[src/rtl/ns3_acq_pkg.sv]
// Shared state and mode codes for the NS3 acquisition sequencer.
package ns3_acq_pkg;

    typedef enum logic [2:0] {
        IDLE     = 3'd0,
        PRETRIG  = 3'd1,
        ARMED    = 3'd2,
        POSTTRIG = 3'd3,
        DONE     = 3'd4
    } acq_state_t;

    typedef enum logic [1:0] {
        MODE_NORMAL = 2'b00,
        MODE_AUTO   = 2'b01,
        MODE_SINGLE = 2'b10,
        MODE_FREE   = 2'b11
    } acq_mode_t;

endpackage

[src/rtl/acq_strobe_counter.sv]
// Strobe-gated saturating counter; hit flags the count one short of term,
// so the strobe that lands on term is the one that sees hit=1.
module acq_strobe_counter #(
    parameter int W = 16
) (
    input  logic         clk,
    input  logic         rst,
    input  logic         clr,
    input  logic         en,
    input  logic [W-1:0] term,
    output logic         hit
);

    logic [W-1:0] cnt;

    always_ff @(posedge clk or posedge rst) begin
        if (rst)
            cnt <= '0;
        else if (clr)
            cnt <= '0;
        else if (en && cnt != '1)
            cnt <= cnt + W'(1);
    end

    assign hit = (cnt == term - W'(1));

endmodule

[src/rtl/acq_sequencer.sv]
// Capture sequencer: pre-trigger fill, arm, optional auto-timeout trigger,
// post-trigger fill, then MCU read handshake. All outputs are registered.
module acq_sequencer
    import ns3_acq_pkg::*;
#(
    parameter int PRE_W = 18,
    parameter int TO_W  = 16
) (
    input  logic             CLK,
    input  logic             RESET,
    input  logic             CLK_EN,
    input  logic [1:0]       Mode,
    input  logic             Start_Cmd,
    input  logic             Stop_Cmd,
    input  logic [PRE_W-1:0] Pretrig_Len,
    input  logic [TO_W-1:0]  Auto_Timeout,
    input  logic             Write_Ready,
    input  logic             Trig_Seen,
    input  logic             Read_Done,
    output logic             Start_Write,
    output logic             Enable_Trig,
    output logic             Sync_ON,
    output logic             Data_Ready,
    output logic             Auto_Fired,
    output logic [2:0]       Acq_State
);

    acq_state_t       state, state_nx;
    acq_mode_t        mode_q, mode_nx;
    logic [PRE_W-1:0] len_q;
    logic [TO_W-1:0]  tmo_q;
    logic             enter_pre, enter_arm, auto_fire;
    logic             pre_hit, to_hit;
    logic             sw_nx, et_nx, sync_nx, dr_nx, af_nx;

    assign enter_pre = (state_nx == PRETRIG) && (state != PRETRIG);
    assign enter_arm = (state_nx == ARMED) && (state != ARMED);

    acq_strobe_counter #(.W(PRE_W)) u_pre_cnt (
        .clk  (CLK),
        .rst  (RESET),
        .clr  (enter_pre),
        .en   (CLK_EN && state == PRETRIG),
        .term (len_q),
        .hit  (pre_hit)
    );

    acq_strobe_counter #(.W(TO_W)) u_to_cnt (
        .clk  (CLK),
        .rst  (RESET),
        .clr  (enter_pre),
        .en   (CLK_EN && state == ARMED),
        .term (tmo_q),
        .hit  (to_hit)
    );

    always_ff @(posedge CLK or posedge RESET) begin
        if (RESET) begin
            state       <= IDLE;
            mode_q      <= MODE_NORMAL;
            len_q       <= '0;
            tmo_q       <= '0;
            Start_Write <= 1'b0;
            Enable_Trig <= 1'b0;
            Sync_ON     <= 1'b0;
            Data_Ready  <= 1'b0;
            Auto_Fired  <= 1'b0;
        end else begin
            state       <= state_nx;
            mode_q      <= mode_nx;
            if (enter_pre) len_q <= Pretrig_Len;
            if (enter_arm) tmo_q <= Auto_Timeout;
            Start_Write <= sw_nx;
            Enable_Trig <= et_nx;
            Sync_ON     <= sync_nx;
            Data_Ready  <= dr_nx;
            Auto_Fired  <= af_nx;
        end
    end

    // A real trigger in the same cycle as the timeout takes precedence.
    always_comb begin
        state_nx  = state;
        auto_fire = 1'b0;
        case (state)
            IDLE:     if (Start_Cmd) state_nx = PRETRIG;
            PRETRIG:  if (len_q == '0 || (CLK_EN && pre_hit)) state_nx = ARMED;
            ARMED: begin
                if (Trig_Seen)
                    state_nx = POSTTRIG;
                else if (mode_q == MODE_AUTO && tmo_q != '0 && CLK_EN && to_hit) begin
                    state_nx  = POSTTRIG;
                    auto_fire = 1'b1;
                end
            end
            POSTTRIG: if (Write_Ready) state_nx = DONE;
            DONE:     if (Read_Done) state_nx = (mode_q == MODE_SINGLE) ? IDLE : PRETRIG;
            default:  state_nx = IDLE;
        endcase
        if (Stop_Cmd) begin
            state_nx  = IDLE;
            auto_fire = 1'b0;
        end
    end

    // Next register values for outputs, derived from the upcoming state.
    always_comb begin
        mode_nx = enter_pre ? acq_mode_t'(Mode) : mode_q;
        if (Stop_Cmd || enter_pre)
            af_nx = 1'b0;
        else
            af_nx = auto_fire | Auto_Fired;
        sw_nx   = state_nx inside {PRETRIG, ARMED, POSTTRIG};
        et_nx   = state_nx inside {ARMED, POSTTRIG};
        dr_nx   = (state_nx == DONE);
        sync_nx = (state_nx != IDLE) && (mode_nx != MODE_FREE) && !af_nx;
    end

    assign Acq_State = state;

endmodule

[config.mk]
export PLATFORM = sky130hd
export DESIGN_NAME = acq_sequencer
export DESIGN_NICKNAME = d
export VERILOG_FILES = /design/src/rtl/ns3_acq_pkg.sv /design/src/rtl/acq_strobe_counter.sv /design/src/rtl/acq_sequencer.sv
export SDC_FILE = /design/constraint.sdc
export NUM_CORES = 1
export LEC_CHECK = 0
export ABC_AREA = 1
export ABC_CLOCK_PERIOD_IN_PS = 4420
export CORE_ASPECT_RATIO = 0.6
export CORE_MARGIN = 2
export CORE_UTILIZATION = 60
export CTS_CLUSTER_DIAMETER = 120
export CTS_CLUSTER_SIZE = 20
export DETAILED_ROUTE_END_ITERATION = 16
export GPL_TIMING_DRIVEN = 0
export HOLD_SLACK_MARGIN = 0.03
export PLACE_DENSITY = 0.8
export SLEW_MARGIN = 20
export SYNTH_ARGS = -nofsm -noshare
export SYNTH_HDL_FRONTEND = slang
export SYNTH_SLANG_ARGS = --single-unit
[constraint.sdc]
create_clock -name CLK -period 4.42 [get_ports CLK]
set_input_delay 0.884 -clock CLK [delete_from_list [all_inputs] [get_ports CLK]]
set_output_delay 0.884 -clock CLK [all_outputs]
set_load 0.02 [all_outputs]
=== Word-level counts from Yosys, hierarchy flattened ===
Cells that the tools add are included.

* $add $sub $neg: 4
* Multiply operators: 0
* Div/mod/pow operators: 0
* Magnitude comparators: 0
* Equality and inequality tests: 17
* Shifts and indexed selects: 0
* Multiplexer cells: 19
* Bitwise operators: 1
* Reduce and logical (&&, ||, !) cells: 23

{| class="wikitable"
|+ Operator list
! cell !! count
|-
| 2-to-1 mux 18 bit || 2
|-
| 2-to-1 mux 16 bit || 2
|-
| 2-to-1 mux 3 bit || 7
|-
| adder 18 x 1 -> 18 bit (second input constant) || 1
|-
| == test 18 bit || 1
|-
| logical NOT 18 bit || 1
|-
| inequality test 18 bit (second input constant) || 1
|-
| subtractor 18 x 1 -> 18 bit (second input constant) || 1
|-
| adder 16 x 1 -> 16 bit (second input constant) || 1
|-
| == test 16 bit || 1
|-
| inequality test 16 bit (second input constant) || 1
|-
| nonzero test 16 bit || 1
|-
| subtractor 16 x 1 -> 16 bit (second input constant) || 1
|-
| one-hot mux 3 bit (5 select lines) || 1
|-
| == test 3 x 2 -> 1 bit (second input constant) || 4
|-
| logical AND 1 bit || 12
|-
| == test 3 x 1 -> 1 bit (second input constant) || 2
|-
| == test 3 bit (second input constant) || 2
|-
| 2-to-1 mux 1 bit || 6
|-
| nonzero test 2 bit || 3
|-
| nonzero test 3 bit || 2
|-
| logical NOT 3 bit || 1
|-
| inequality test 3 x 1 -> 1 bit (second input constant) || 1
|-
| inequality test 3 x 2 -> 1 bit (second input constant) || 1
|-
| 7 further kinds || 8
|}

* Register bits after elaboration: 78
* Latch bits: 0
* Bits in writable memories: 0
* Memory bits (read-only): 0
* Input bits: 44
* Output and inout bits: 8
* Logic and storage cells: 75
* Memories kept: 0

=== Logic depth before layout (Yosys ltp) ===
* Depth after elaboration: 14
* Mapped depth: 23
* Depth with buffers taken out: 21

=== Modules after synthesis ===
Synthesis repeated with hierarchy kept, for this count alone.

* Cell total of the unflattened synthesis: 778
* Area total of the unflattened synthesis: 5537.8 um^2

{| class="wikitable"
|+ By module, submodules not included
! module !! instances !! cells an instance !! area an instance (um^2) !! seq. area each (um^2)
|-
| acq_sequencer || 1 || 244 || 2088.3 || 1101.1
|-
| acq_strobe_counter at u_pre_cnt || 1 || 284 || 1871.8 || 450.4
|-
| acq_strobe_counter at u_to_cnt || 1 || 250 || 1577.8 || 400.4
|}

=== Worst setup path before layout ===
No wires, ideal clock.

* Path kind: in2reg
* From: input port CLK_EN
* To: register u_pre_cnt.cnt[15]
* Data arrival time: 2228 ps
* Data required time: 4299 ps
* Setup slack: 2072 ps
* Stages on the path: 17
* Path buffers: 2
* Cell sequence: nand2_1 nor2_1 nand3_1 nor2_1 nand2_1 nor2_1 nand3_1 nor2_1 nand2_1 nand2_1 nand2_1 nand3_2 nand4_4 inv_4 buf_6 buf_6 nor2_2

* Cells in the longest elaborated chain, start to end: 9
* Elaborated cells on any way between the ends: 15

{| class="wikitable"
|+ RTL lines
! what !! line !! source
|-
| from (decl) || acq_sequencer.sv:11 || <nowiki>input logic CLK_EN,</nowiki>
|-
| logical AND 1 bit (2 in a row) || acq_sequencer.sv:91 || <nowiki>else if (mode_q == MODE_AUTO && tmo_q != '0 && CLK_EN && to_hit) begin</nowiki>
|-
| 2-to-1 mux 3 bit || acq_sequencer.sv:91 ||
|-
| 2-to-1 mux 3 bit || acq_sequencer.sv:89 || <nowiki>if (Trig_Seen)</nowiki>
|-
| one-hot mux 3 bit (5 select lines) || acq_sequencer.sv:85 || <nowiki>case (state)</nowiki>
|-
| 2-to-1 mux 3 bit || acq_sequencer.sv:100 || <nowiki>if (Stop_Cmd) begin</nowiki>
|-
| == test 3 x 1 -> 1 bit || acq_sequencer.sv:36 || <nowiki>assign enter_pre = (state_nx == PRETRIG) && (state != PRETRIG);</nowiki>
|-
| logical AND 1 bit || acq_sequencer.sv:36 ||
|-
| 2-to-1 mux 18 bit or nonzero test 2 bit (tied branches) || -- ||
|-
| to (signal assigned) || acq_strobe_counter.sv:22 || <nowiki>cnt <= cnt + W'(1);</nowiki>
|-
| to (decl) || acq_strobe_counter.sv:14 || <nowiki>logic [W-1:0] cnt;</nowiki>
|}

Parallel ways exist; a longest one is shown, timed or not.
A chain may end at the register's enable or synchronous reset.

=== Worst setup path after layout ===
* From: register len_q[0]
* To: register tmo_q[3]

* Cells in the longest elaborated chain, start to end: 9
* Elaborated cells on any way between the ends: 10

{| class="wikitable"
|+ RTL lines
! what !! line !! source
|-
| from (decl) || acq_sequencer.sv:30 || <nowiki>logic [PRE_W-1:0] len_q;</nowiki>
|-
| from (signal assigned) || acq_sequencer.sv:71 || <nowiki>if (enter_pre) len_q <= Pretrig_Len;</nowiki>
|-
| subtractor 18 x 1 -> 18 bit || acq_strobe_counter.sv:25 || <nowiki>assign hit = (cnt == term - W'(1));</nowiki>
|-
| == test 18 bit || acq_strobe_counter.sv:25 ||
|-
| logical AND 1 bit || acq_sequencer.sv:87 || <nowiki>PRETRIG: if (len_q == '0 || (CLK_EN && pre_hit)) state_nx = ARMED;</nowiki>
|-
| logical OR 1 bit (*) || acq_sequencer.sv:87 ||
|-
| 2-to-1 mux 3 bit (*) || acq_sequencer.sv:87 ||
|-
| one-hot mux 3 bit (5 select lines) (*) || acq_sequencer.sv:85 ||
|-
| 2-to-1 mux 3 bit (*) || acq_sequencer.sv:100 ||
|-
| named net state_nx[1] || acq_sequencer.sv:28 || <nowiki>acq_state_t state, state_nx;</nowiki>
|-
| == test 3 x 2 -> 1 bit (*) || acq_sequencer.sv:37 || <nowiki>assign enter_arm = (state_nx == ARMED) && (state != ARMED);</nowiki>
|-
| logical AND 1 bit (*) || acq_sequencer.sv:37 ||
|-
| to (signal assigned) || acq_sequencer.sv:72 || <nowiki>if (enter_arm) tmo_q <= Auto_Timeout;</nowiki>
|-
| to (decl) || acq_sequencer.sv:31 || <nowiki>logic [TO_W-1:0] tmo_q;</nowiki>
|}

The timed path passes the listed nets; every way through them passes the cells marked *.

==> impl_results.md <==
- Status: complete, no violations
- # H-tree levels: 3
- Critical Path Start Type: flop
- Prevailing post-synth register cell: dfrtp_1
- Die X: 124.7 um
- Leading cell types in the layout, fill and taps excluded: nand2_1 (227), inv_1 (100), dfrtp_1 (78), nor2_1 (78), clkdlybuf4s50_1 (51)
- Vias: 5037
- FILL cells: 697
- First-pass GRT wire length: 23.36 mm
- Largest net degree at the start of global routing: 46
- Post-synthesis simple-gate area fraction: 0.3815
- Synth Area in Compound Gates: 0.05389
- Tmin final: 3.131 ns
- Ys Warns: 0
- Final Hold Viols: 0
- Post-synthesis mux area share: 0
- Post-Synthesis Cells: 741
- Slowest-stage cell, CP: dfrtp_1
- Area grow syn2layout: 19.12%
- DRC viols: 0
- Crit path DAT: 3.35 ns
- CTS resizes: 0
- CTS Hold Bufs: 0
- Worst setup path category: flop to flop
- Max incr delay on CP: ~0.38 ns
- Final core utilization: 0.7362
- Top cells by area, synth: dfrtp_1 (37%), nand2_1 (16%), inv_1 (7.2%)
- FF+latch area: 0.001952 mm2
- Longest Clk Path Bufs: 2
- Initial Util: 0.6180
- Synthesized area per cell: 7.082 um2
- Die Area: 0.009535 mm2
- GRT Overall Usage: 0.3081
- Commonest non-fill, non-tap cell in the layout: nand2_1
- Global placer's final weighted congestion: approximately 1.0
- Largest family of logic cells by synthesized area: simple AND/OR/NAND/NOR gates
- Cell family with most CP delay: simple AND/OR/NAND/NOR gates
- Sequential element share of the synthesized area: 0.3720
- Required @ worst endpoint: 4.63 ns
- Min Hold Slack: 0.5076 ns
- Cell Rows: 26
- Ports: 52
- Clock-pin slew on the worst setup and hold paths: 0.06 ns
- Multi-input logic area: 0.002789 mm2
- PD cells: approximately 360 mW/mm2
- Adder-cell share of the synthesized area: 0.01431
- Mapped cell area: 0.005248 mm2
- Drt initial violations: ~630
- Pre-antenna DRT Iters: 5
- P_leak: 3.129 nW
- Post-CTS setup buffers: 0
- Ordered cell list for the critical path: inv_1 -> ha_1 -> nand2_1 -> nor2_1 -> nand3_1 -> nand3_1 -> nand2_1 -> nor2_1 -> nand2_1 -> nor2_1 -> nand2_1 -> nand2_1 -> nand2_1 -> nand2_2 -> nand2_1 -> inv_2 -> nand3_4 -> buf_6 -> nand2_1 -> o21ai_1
- Vias/cell: ~5.5
- Synth cell types: 39
- #FFs+latches synth: 78
- Max-cap viol count: 0
- ANT nets after route: 0
- Final period util: 0.7083
- Pwr Total: 2.263 mW
- Share of layout cells above drive strength 1: 0.1027
- Yosys top cell area share: 0.3720
- Most used cell, CP: nand2_1
- DR WL/cell: 15.36 um
- Max Slew Vio Count: 0
- Slew @ Worst Pin: 0.4751 ns
- IO buf count: 51
- CTS tree: yes
- Worst path bufs/invs: 3
- Vias in the first global route: 4651
- Gr ovfl total: 0
- Post-synthesis xor/xnor area fraction: 0.08178
- Final setup violating endpoints: 0
- Initial antenna violation count: 0
- Post-synthesis net count: 791
- Max transition margin: 0.6804
- Asr flop ratio synth: 1.000
- ANT cells: 0
- Die height: 76.44 um
- Clock Latency Late Sink: 0.34 ns
- Critical Path End Type: flop
- Detailed placement HPWL: approximately 11 mm
- Clk_skew: 0.007701 ns
- HP Class: flop to flop
- Peak supply drop: about 0.23 mV
- CORE AREA: 0.008491 mm2
- Unrepaired setup endpoints after global routing: false
- TritonCTS Buffers: 9
- Placed Cells: between 900 and 1000
- Layout Nets: 854
- Max Clk Rate: 0.3194 GHz
- CP Max Fanout: 10
- Clk root buf: clkbuf_16
- Routed WL: approximately 14 mm
- Post-synth EDFFs: 0
- CTS sink cnt: 78
- Non-filler instance count after layout: 920
- Setup TNS: 0 ns
- Yosys top cell by area: dfrtp_1
-- cells in the mapped netlist, drive strengths merged, types with 3 or more instances --
library cell,number
nand2,231
nor2,110
inv,106
dfrtp,78
nand3,50
o21ai,38
xor2,34
nand4,19
xnor2,15
nor3,14
buf,10
ha,6
a21oi,5
nand3b,5
nor3b,5
nor4,5
or2,3
-- tightest hold or removal path, stage by stage (launching register included) --
cell     delay [ns]
dfrtp_1        0.35
nand2_1        0.06
o21ai_1        0.06
-- area by class of cell --
type                    count  share of cell area
multi-input cells         546              0.4462
flip-flops and latches     78              0.3122
repair buffers             52             0.08607
inverters                 106             0.06445
clock buffers              11             0.04043
well taps                 112             0.02242
plain buffers              11             0.01701
clock inverters             4             0.01121
-- routing by layer --
layer | track usage | wire length [um] | up-vias
met5 | 0 | 0 | -
met3 | 0.09059 | 1661 | 12
met1 | 0.4916 | 6918 | 2342
li1 | - | - | 2432
met2 | 0.4109 | 5458 | 251
met4 | 0.05281 | 95 | 0
-- power breakdown --
group,total [mW],leakage (nW),internal [mW],switching [mW]
logic,0.604,1.92,0.220,0.384
registers,0.847,1.05,0.771,0.0756
clock network,0.812,0.161,0.520,0.292
-- state kept, by name (all words and copies together), names as in the netlist --
name	flops
Enable_Trig	1
Start_Write	1
Acq_State	3
tmo_q	16
Data_Ready	1
Sync_ON	1
u_to_cnt.cnt	16
Auto_Fired	1
len_q	18
mode_q	2
u_pre_cnt.cnt	18
-- metrics by stage --
| step | area [um2] | worst slack (ns) |
|---|---|---|
| 2_1_floorplan | 5248 | 1.541 |
| 3_3_place_gp | 5898 | 0.2880 |
| 3_5_place_dp | 5928 | 1.042 |
| 4_1_cts | 6251 | 1.350 |
| 5_1_grt | 6251 | 1.093 |
| 6_report | 6251 | 1.289 |
-- logic make-up after synthesis --
family                     after synthesis
adders and majority gates                6
DFF                                     78
AOI/OAI and AO/OA                       48
xor gates and xnor gates                49
and+or+nand+nor                        443
buffers and inverters                  117
-- final timing paths --
| check | from | endpoint | slack [ns] | depth (start not counted) |
|---|---|---|---|---|
| min reg2reg | tmo_q[1] | tmo_q[1] | 0.51 | 2 |
| max reg2reg | len_q[0] | tmo_q[3] | 1.29 | 20 |
| max | len_q[0] | tmo_q[3] | 1.29 | 20 |
| min | tmo_q[1] | tmo_q[1] | 0.51 | 2 |
| max in group asynchronous | RESET | len_q[1] | 2.91 | 3 |
| min in group asynchronous | RESET | u_to_cnt.cnt[13] | 0.92 | 2 |
Note: power is estimated with default switching activity, not from simulation.
